**config.mk**
```make
export PLATFORM = sky130hd
export DESIGN_NAME = mem_cache_ctrl
export DESIGN_NICKNAME = d
export VERILOG_FILES = /design/src/rtl/mem_cache_pkg.sv /design/src/rtl/cache_store.sv /design/src/rtl/mem_cache_ctrl.sv
export SDC_FILE = /design/constraint.sdc
export NUM_CORES = 2
export LEC_CHECK = 0
export BUFFER_PORTS_ARGS = -buffer_cell sky130_fd_sc_hd__clkbuf_2
export CAP_MARGIN = 20
export CORE_MARGIN = 4
export CORE_UTILIZATION = 42
export DETAILED_ROUTE_END_ITERATION = 12
export MAX_ROUTING_LAYER = met4
export PLACE_DENSITY_LB_ADDON = 0.05
export SLEW_MARGIN = 20
export SYNTH_ARGS = -nofsm -noshare
export SYNTH_HDL_FRONTEND = slang
export SYNTH_SLANG_ARGS = --single-unit
```
**constraint.sdc**
```tcl
create_clock -name clk -period 17.1 [get_ports clk]
set_clock_uncertainty 0.2 [all_clocks]
set_input_delay 0.855 -clock clk [delete_from_list [all_inputs] [get_ports clk]]
set_output_delay 0.855 -clock clk [all_outputs]
set_load 0.02 [all_outputs]
```
**src/rtl/mem_cache_pkg.sv**
```systemverilog
// Shared definitions for the MEM-stage write-through data cache:
// controller states, default geometry and field-width helpers.
package mem_cache_pkg;

  localparam int unsigned DEF_INDEX_W = 6;
  localparam int unsigned DEF_ADDR_W  = 18;

  typedef enum logic [1:0] {
    S_IDLE,
    S_RD_WAIT,
    S_WR_WAIT,
    S_DONE
  } state_e;

  function automatic int unsigned tag_width(input int unsigned addr_w,
                                            input int unsigned index_w);
    return addr_w - 2 - index_w;
  endfunction

  function automatic int unsigned num_sets(input int unsigned index_w);
    return 1 << index_w;
  endfunction

endpackage

```
**src/rtl/cache_store.sv**
```systemverilog
// Direct-mapped valid/tag/data arrays: combinational lookup port, one
// synchronous write port that allocates a line, valid bits cleared on reset.
module cache_store
  import mem_cache_pkg::*;
#(
  parameter int unsigned INDEX_W = DEF_INDEX_W,
  parameter int unsigned TAG_W   = tag_width(DEF_ADDR_W, DEF_INDEX_W)
) (
  input  logic               clk,
  input  logic               rst,
  input  logic [INDEX_W-1:0] rd_idx_i,
  input  logic [TAG_W-1:0]   rd_tag_i,
  output logic               rd_hit_o,
  output logic [31:0]        rd_data_o,
  input  logic               we_i,
  input  logic [INDEX_W-1:0] wr_idx_i,
  input  logic [TAG_W-1:0]   wr_tag_i,
  input  logic [31:0]        wr_data_i
);

  localparam int unsigned NSETS = num_sets(INDEX_W);

  logic [NSETS-1:0] valid_q;
  logic [TAG_W-1:0] tag_q  [NSETS];
  logic [31:0]      data_q [NSETS];

  always_ff @(posedge clk) begin
    if (rst) begin
      valid_q <= '0;
    end else if (we_i) begin
      valid_q[wr_idx_i] <= 1'b1;
    end
  end

  // Tag and data contents survive reset; only the valid bits gate hits.
  always_ff @(posedge clk) begin
    if (we_i) begin
      tag_q[wr_idx_i]  <= wr_tag_i;
      data_q[wr_idx_i] <= wr_data_i;
    end
  end

  assign rd_hit_o  = valid_q[rd_idx_i] && (tag_q[rd_idx_i] == rd_tag_i);
  assign rd_data_o = data_q[rd_idx_i];

endmodule

```
**src/rtl/mem_cache_ctrl.sv**
```systemverilog
// Write-through, read-allocate cache controller between the MEM stage and
// the SRAM controller; read hits return in-cycle, everything else freezes.
module mem_cache_ctrl
  import mem_cache_pkg::*;
#(
  parameter int unsigned INDEX_W = DEF_INDEX_W,
  parameter int unsigned ADDR_W  = DEF_ADDR_W
) (
  input  logic              clk,
  input  logic              rst,
  input  logic [31:0]       addr,
  input  logic [31:0]       data_in,
  input  logic              MEM_R_en,
  input  logic              MEM_W_en,
  output logic [31:0]       data_out,
  output logic              freeze,
  output logic [ADDR_W-1:0] sram_addr,
  output logic [31:0]       sram_wdata,
  output logic              sram_r_en,
  output logic              sram_w_en,
  input  logic [31:0]       sram_rdata,
  input  logic              sram_ready
);

  localparam int unsigned TAG_W  = tag_width(ADDR_W, INDEX_W);
  localparam int unsigned WORD_W = ADDR_W - 2;

  state_e            state_q, state_d;
  logic [WORD_W-1:0] waddr_q, waddr_d;
  logic [31:0]       wdata_q, wdata_d;
  logic [31:0]       result_q, result_d;

  logic [WORD_W-1:0] look_addr;
  logic              hit;
  logic [31:0]       line_data;
  logic              st_we;
  logic [31:0]       st_wdata;
  logic              unused_addr_bits;

  assign unused_addr_bits = ^{addr[31:ADDR_W], addr[1:0]};

  // Outside IDLE the lookup uses the latched address, so the write-hit
  // decision in WR_WAIT is independent of the live MEM-stage inputs.
  assign look_addr = (state_q == S_IDLE) ? addr[ADDR_W-1:2] : waddr_q;

  cache_store #(
    .INDEX_W (INDEX_W),
    .TAG_W   (TAG_W)
  ) u_store (
    .clk       (clk),
    .rst       (rst),
    .rd_idx_i  (look_addr[INDEX_W-1:0]),
    .rd_tag_i  (look_addr[WORD_W-1:INDEX_W]),
    .rd_hit_o  (hit),
    .rd_data_o (line_data),
    .we_i      (st_we),
    .wr_idx_i  (waddr_q[INDEX_W-1:0]),
    .wr_tag_i  (waddr_q[WORD_W-1:INDEX_W]),
    .wr_data_i (st_wdata)
  );

  always_comb begin
    state_d  = state_q;
    waddr_d  = waddr_q;
    wdata_d  = wdata_q;
    result_d = result_q;
    freeze   = 1'b0;
    data_out = '0;
    st_we    = 1'b0;
    st_wdata = sram_rdata;
    unique case (state_q)
      S_IDLE: begin
        if (MEM_W_en) begin
          freeze   = 1'b1;
          waddr_d  = addr[ADDR_W-1:2];
          wdata_d  = data_in;
          result_d = '0;
          state_d  = S_WR_WAIT;
        end else if (MEM_R_en) begin
          if (hit) begin
            data_out = line_data;
          end else begin
            freeze  = 1'b1;
            waddr_d = addr[ADDR_W-1:2];
            state_d = S_RD_WAIT;
          end
        end
      end
      S_RD_WAIT: begin
        freeze = 1'b1;
        if (sram_ready) begin
          st_we    = !rst;
          result_d = sram_rdata;
          state_d  = S_DONE;
        end
      end
      S_WR_WAIT: begin
        freeze = 1'b1;
        if (sram_ready) begin
          st_we    = hit && !rst;
          st_wdata = wdata_q;
          state_d  = S_DONE;
        end
      end
      S_DONE: begin
        data_out = result_q;
        state_d  = S_IDLE;
      end
      default: state_d = S_IDLE;
    endcase
  end

  always_ff @(posedge clk) begin
    if (rst) begin
      state_q  <= S_IDLE;
      waddr_q  <= '0;
      wdata_q  <= '0;
      result_q <= '0;
    end else begin
      state_q  <= state_d;
      waddr_q  <= waddr_d;
      wdata_q  <= wdata_d;
      result_q <= result_d;
    end
  end

  assign sram_r_en  = (state_q == S_RD_WAIT);
  assign sram_w_en  = (state_q == S_WR_WAIT);
  assign sram_addr  = {waddr_q, 2'b00};
  assign sram_wdata = wdata_q;

endmodule
```
==> impl_metrics.py <==
metrics = {
    "global_route": {
        "antenna_found_initial": 22,
        "grt_pass1_vias": 76900,
        "grt_usage_pct": 30.8,
        "grt_max_degree": 176,
        "gr-total-overflow": 0,
        "grt_pass1_wl_mm": 614,
    },
    "yosys": {
        "synth_edf_count": 2688,
        "yosys.area_share.xor_xnor_pct": 0.0149,
        "synth.mux.area_fraction_pct": 0.908,
        "synth-seq-cells": 2834,
        "synth_compound_area_share_pct": 7.76,
        "synthesis.area_um2": 118000,
        "netlist-cell-type-count": 92,
        "syn_inst": 9676,
        "ys_warn_count": 0,
        "synth.largest_area_cell": "edfxtp_1",
        "yosys.area_share.adder_pct": 0.0637,
        "synth_top_family_by_area": "simple AND/OR/NAND/NOR gates",
        "avgSynthCellArea_um2": 12.2,
        "netlist.area_leader.share_pct": 68.5,
        "synthFlopType": "edfxtp_1",
        "synth.area.top_cells": "edfxtp_1, nand2_1, nand3_1",
        "yosys.area_share.simple_pct": 17.5,
        "synth-async-reset-ratio_pct": 0,
        "ys_seq_area_share_pct": 70.9,
    },
    "power_and_ir_drop": {
        "peakVddDrop_mv": 0.143,
        "seq_power_share_pct": 35.5,
        "p_comb_share_pct": 35.8,
        "power_mw": 22.8,
        "p_sw_share_pct": 39.2,
        "power_switching_mw": 8.95,
        "power_density_nw_per_um2": 171,
        "power_leakage_nw": 44.9,
        "internal_power_mw": 13.9,
        "p_clk_share_pct": 28.7,
    },
    "final_layout": {
        "fillCellCount": 24600,
        "nets": 9832,
        "ff_latch_area_um2": 83700,
        "final_core_utilization_pct": 47.7,
        "syn_to_final_growth_pct": 13.1,
        "drive_gt1_share_pct": 10.3,
        "multi_input_area_um2": 31600,
    },
    "worst_setup_path": {
        "slowest_stage": "buf_4",
        "worst_ep_required_time_ns": 16.05,
        "critical_path_buf_inv_count": 8,
        "crit_path_cell_trace": "inv_1, ha_4, buf_4, buf_4, mux2_8, buf_4, buf_4, buf_12, buf_12, nand2_1, nand3_1, nand3_1, a311oi_1, a311o_1, a32o_1, clkbuf_2",
        "critPathCaptureType": "output port",
        "cp-start-kind": "register",
        "cpMostUsedCell": "buf_4",
        "cp_top_family": "buffers and inverters",
        "cpPeakStageDelay_ns": 0.76,
        "cp.arrival_ns": 9.14,
        "path_class": "register to output port",
        "critPathMaxFanout": 163,
    },
    "sta": {
        "hold_viol_final": 0,
        "rsz0062_at_grt": "no",
        "final.setup.tns_ns": 0,
        "slew_headroom_pct": 19.1,
        "slew_violations": 0,
        "setup_viol_count_final": 0,
        "fmax_mhz": 98.1,
        "tightest_slew_ns": 1.21,
        "fin_crit_ns": 10.20,
        "timing.final.crit_share_pct": 59.6,
        "hold_slack_ns": 0.0600,
    },
    "floorplanning": {
        "die_y_um": 538,
        "core-area_um2": 279000,
        "rows": 194,
        "start_util_pct": 42.2,
        "dieArea_um2": 289000,
        "ios": 186,
        "dieWidth_um": 538,
    },
    "routing": {
        "wl_mm": 444,
        "drt_iter0_drc": 10100,
        "ant_nets": 0,
        "vias": 82700,
        "drc": 0,
        "routedWlPerCell_um": 32.4,
        "drt_pass1_iterations": 6,
        "viasPerCell": 6.03,
    },
    "cts": {
        "clock-sinks": 2834,
        "ctsRootBufferMaster": "clkbuf_16",
        "clock_latency_ns": 0.88,
        "ctsHoldBuffers": 31,
        "cts-htree-levels": 5,
        "post_cts_resize_count": 0,
        "clk_pin_slew_ns": 0.06,
        "cts_tree": "built",
        "cts_buffers": 313,
        "clock_path_buffers": 4,
        "post_cts_buffers": 0,
    },
    "status": {
        "status": "complete, no violations",
    },
    "place": {
        "io_buffers": 167,
        "hpwlAfterDp_mm": 232,
        "place_congestion": 0.835,
    },
    "worst_hold_path": {
        "hold_path_class": "primary input to register",
    },
    "job": {
        "drv_cap": 0,
    },
}
[worst reg2reg max path: cells and delay by family, from the launching register on]
family / cells / cell delay [ns]
AOI/OAI and AO/OA: 6 / 2.32
and+or+nand+nor: 5 / 2.29
DFF: 1 / 0.37
buffers and inverters: 7 / 3.50
adders and majority gates: 1 / 0.17
[state kept, by name (all words and copies together) (netlist names)]
| register | cells |
|---|---|
| result_q | 32 |
| sram_wdata | 32 |
| state_q | 2 |
| u_store.data_q | 2048 |
| u_store.tag_q | 640 |
| u_store.valid_q | 64 |
| waddr_q | 16 |
[layer usage]
layer	routed length, µm	GRT usage (%)	vias to the layer above
li1	-	-	35900
met3	32600	4.05	718
met1	186000	41.8	42400
met5	0	-	-
met4	16900	10.4	0
met2	209000	48.0	3696
[cells in the mapped netlist (all sizes together) (95+ instances only)]
cell type     n
o22ai       198
dfxtp       146
nor2        297
buf         194
nand3      1599
a21oi       179
clkbuf      540
o21ai       268
nand2b       95
nand2      2212
edfxtp     2688
a311oi      133
o211ai       97
nor2b       193
[path summary, 6_finish.rpt]
kind                                          endpoint                start  slack (ns)  depth (start not counted)
worst max-delay path                      data_out[25]           state_q[1]        6.90                         16
worst min-delay path                       waddr_q[13]             addr[15]        0.06                          3
worst max register to register  u_store.data_q[31][28]           state_q[1]        7.72                         19
worst min register to register     u_store.valid_q[33]  u_store.valid_q[33]        0.25                          2
[cells in the final DEF (no fill, tap or decap), types with 20 or more instances in the layout]
cell type         n
a211oi_1         30
a21oi_1         175
a221oi_1         27
a22oi_1          42
a311o_1          66
a311oi_1        133
a32o_1           37
and3_1           72
buf_4           251
clkbuf_1         80
clkbuf_16       321
clkbuf_2        165
clkinv_1         68
clkinv_2         48
dfxtp_1         134
dlygate4sd3_1    31
edfxtp_1       2688
inv_1            89
mux2_2           30
mux2i_1          28
nand2_1        2209
nand2b_1         93
nand3_1        1599
nor2_1          256
nor2_4           40
nor2b_1         191
nor3_1           49
nor3_2           25
o211ai_1         96
o21ai_0         248
o21ai_1          20
o22ai_1         198
o2bb2ai_1        29
o31ai_1          29
[layout make-up]
type,instances,share of cell area (%)
repair buffers,467,2.54
multi-input cells,6017,23.7
clock buffers,410,6.34
flip-flops and latches,2834,62.7
inverters,92,0.259
well taps,3724,3.49
diodes,5,0.00938
clock inverters,149,0.934
[logic make-up after synthesis]
group           after synthesis
xor+xnor                      2
other cells                   1
simple gates               4616
compound gates             1304
mux                          87
buf+inv                     826
fa+ha+maj                     6
flops                      2834
[stage by stage]
stage	instances	worst slack (ns)	area, µm²
2_1_floorplan	9677	9.80	118000
4_1_cts	13700	6.99	133000
6_report	13700	6.90	133000
3_3_place_gp	13100	7.53	123000
5_1_grt	13700	6.63	133000
3_5_place_dp	13100	7.74	123000
[power by group through the flow]
| stage | clock network, mW | logic [mW] | registers [mW] |
|---|---|---|---|
| 3_3_place_gp | 0 | 8.03 | 8.25 |
| 3_5_place_dp | 0 | 8.07 | 8.25 |
| 5_1_grt | 6.94 | 8.71 | 8.11 |
| 2_1_floorplan | 0 | 4.89 | 8.27 |
| 4_1_cts | 6.65 | 8.10 | 8.11 |
| 6_report | 6.54 | 8.18 | 8.11 |
Note: power is estimated with default switching activity, not from simulation.
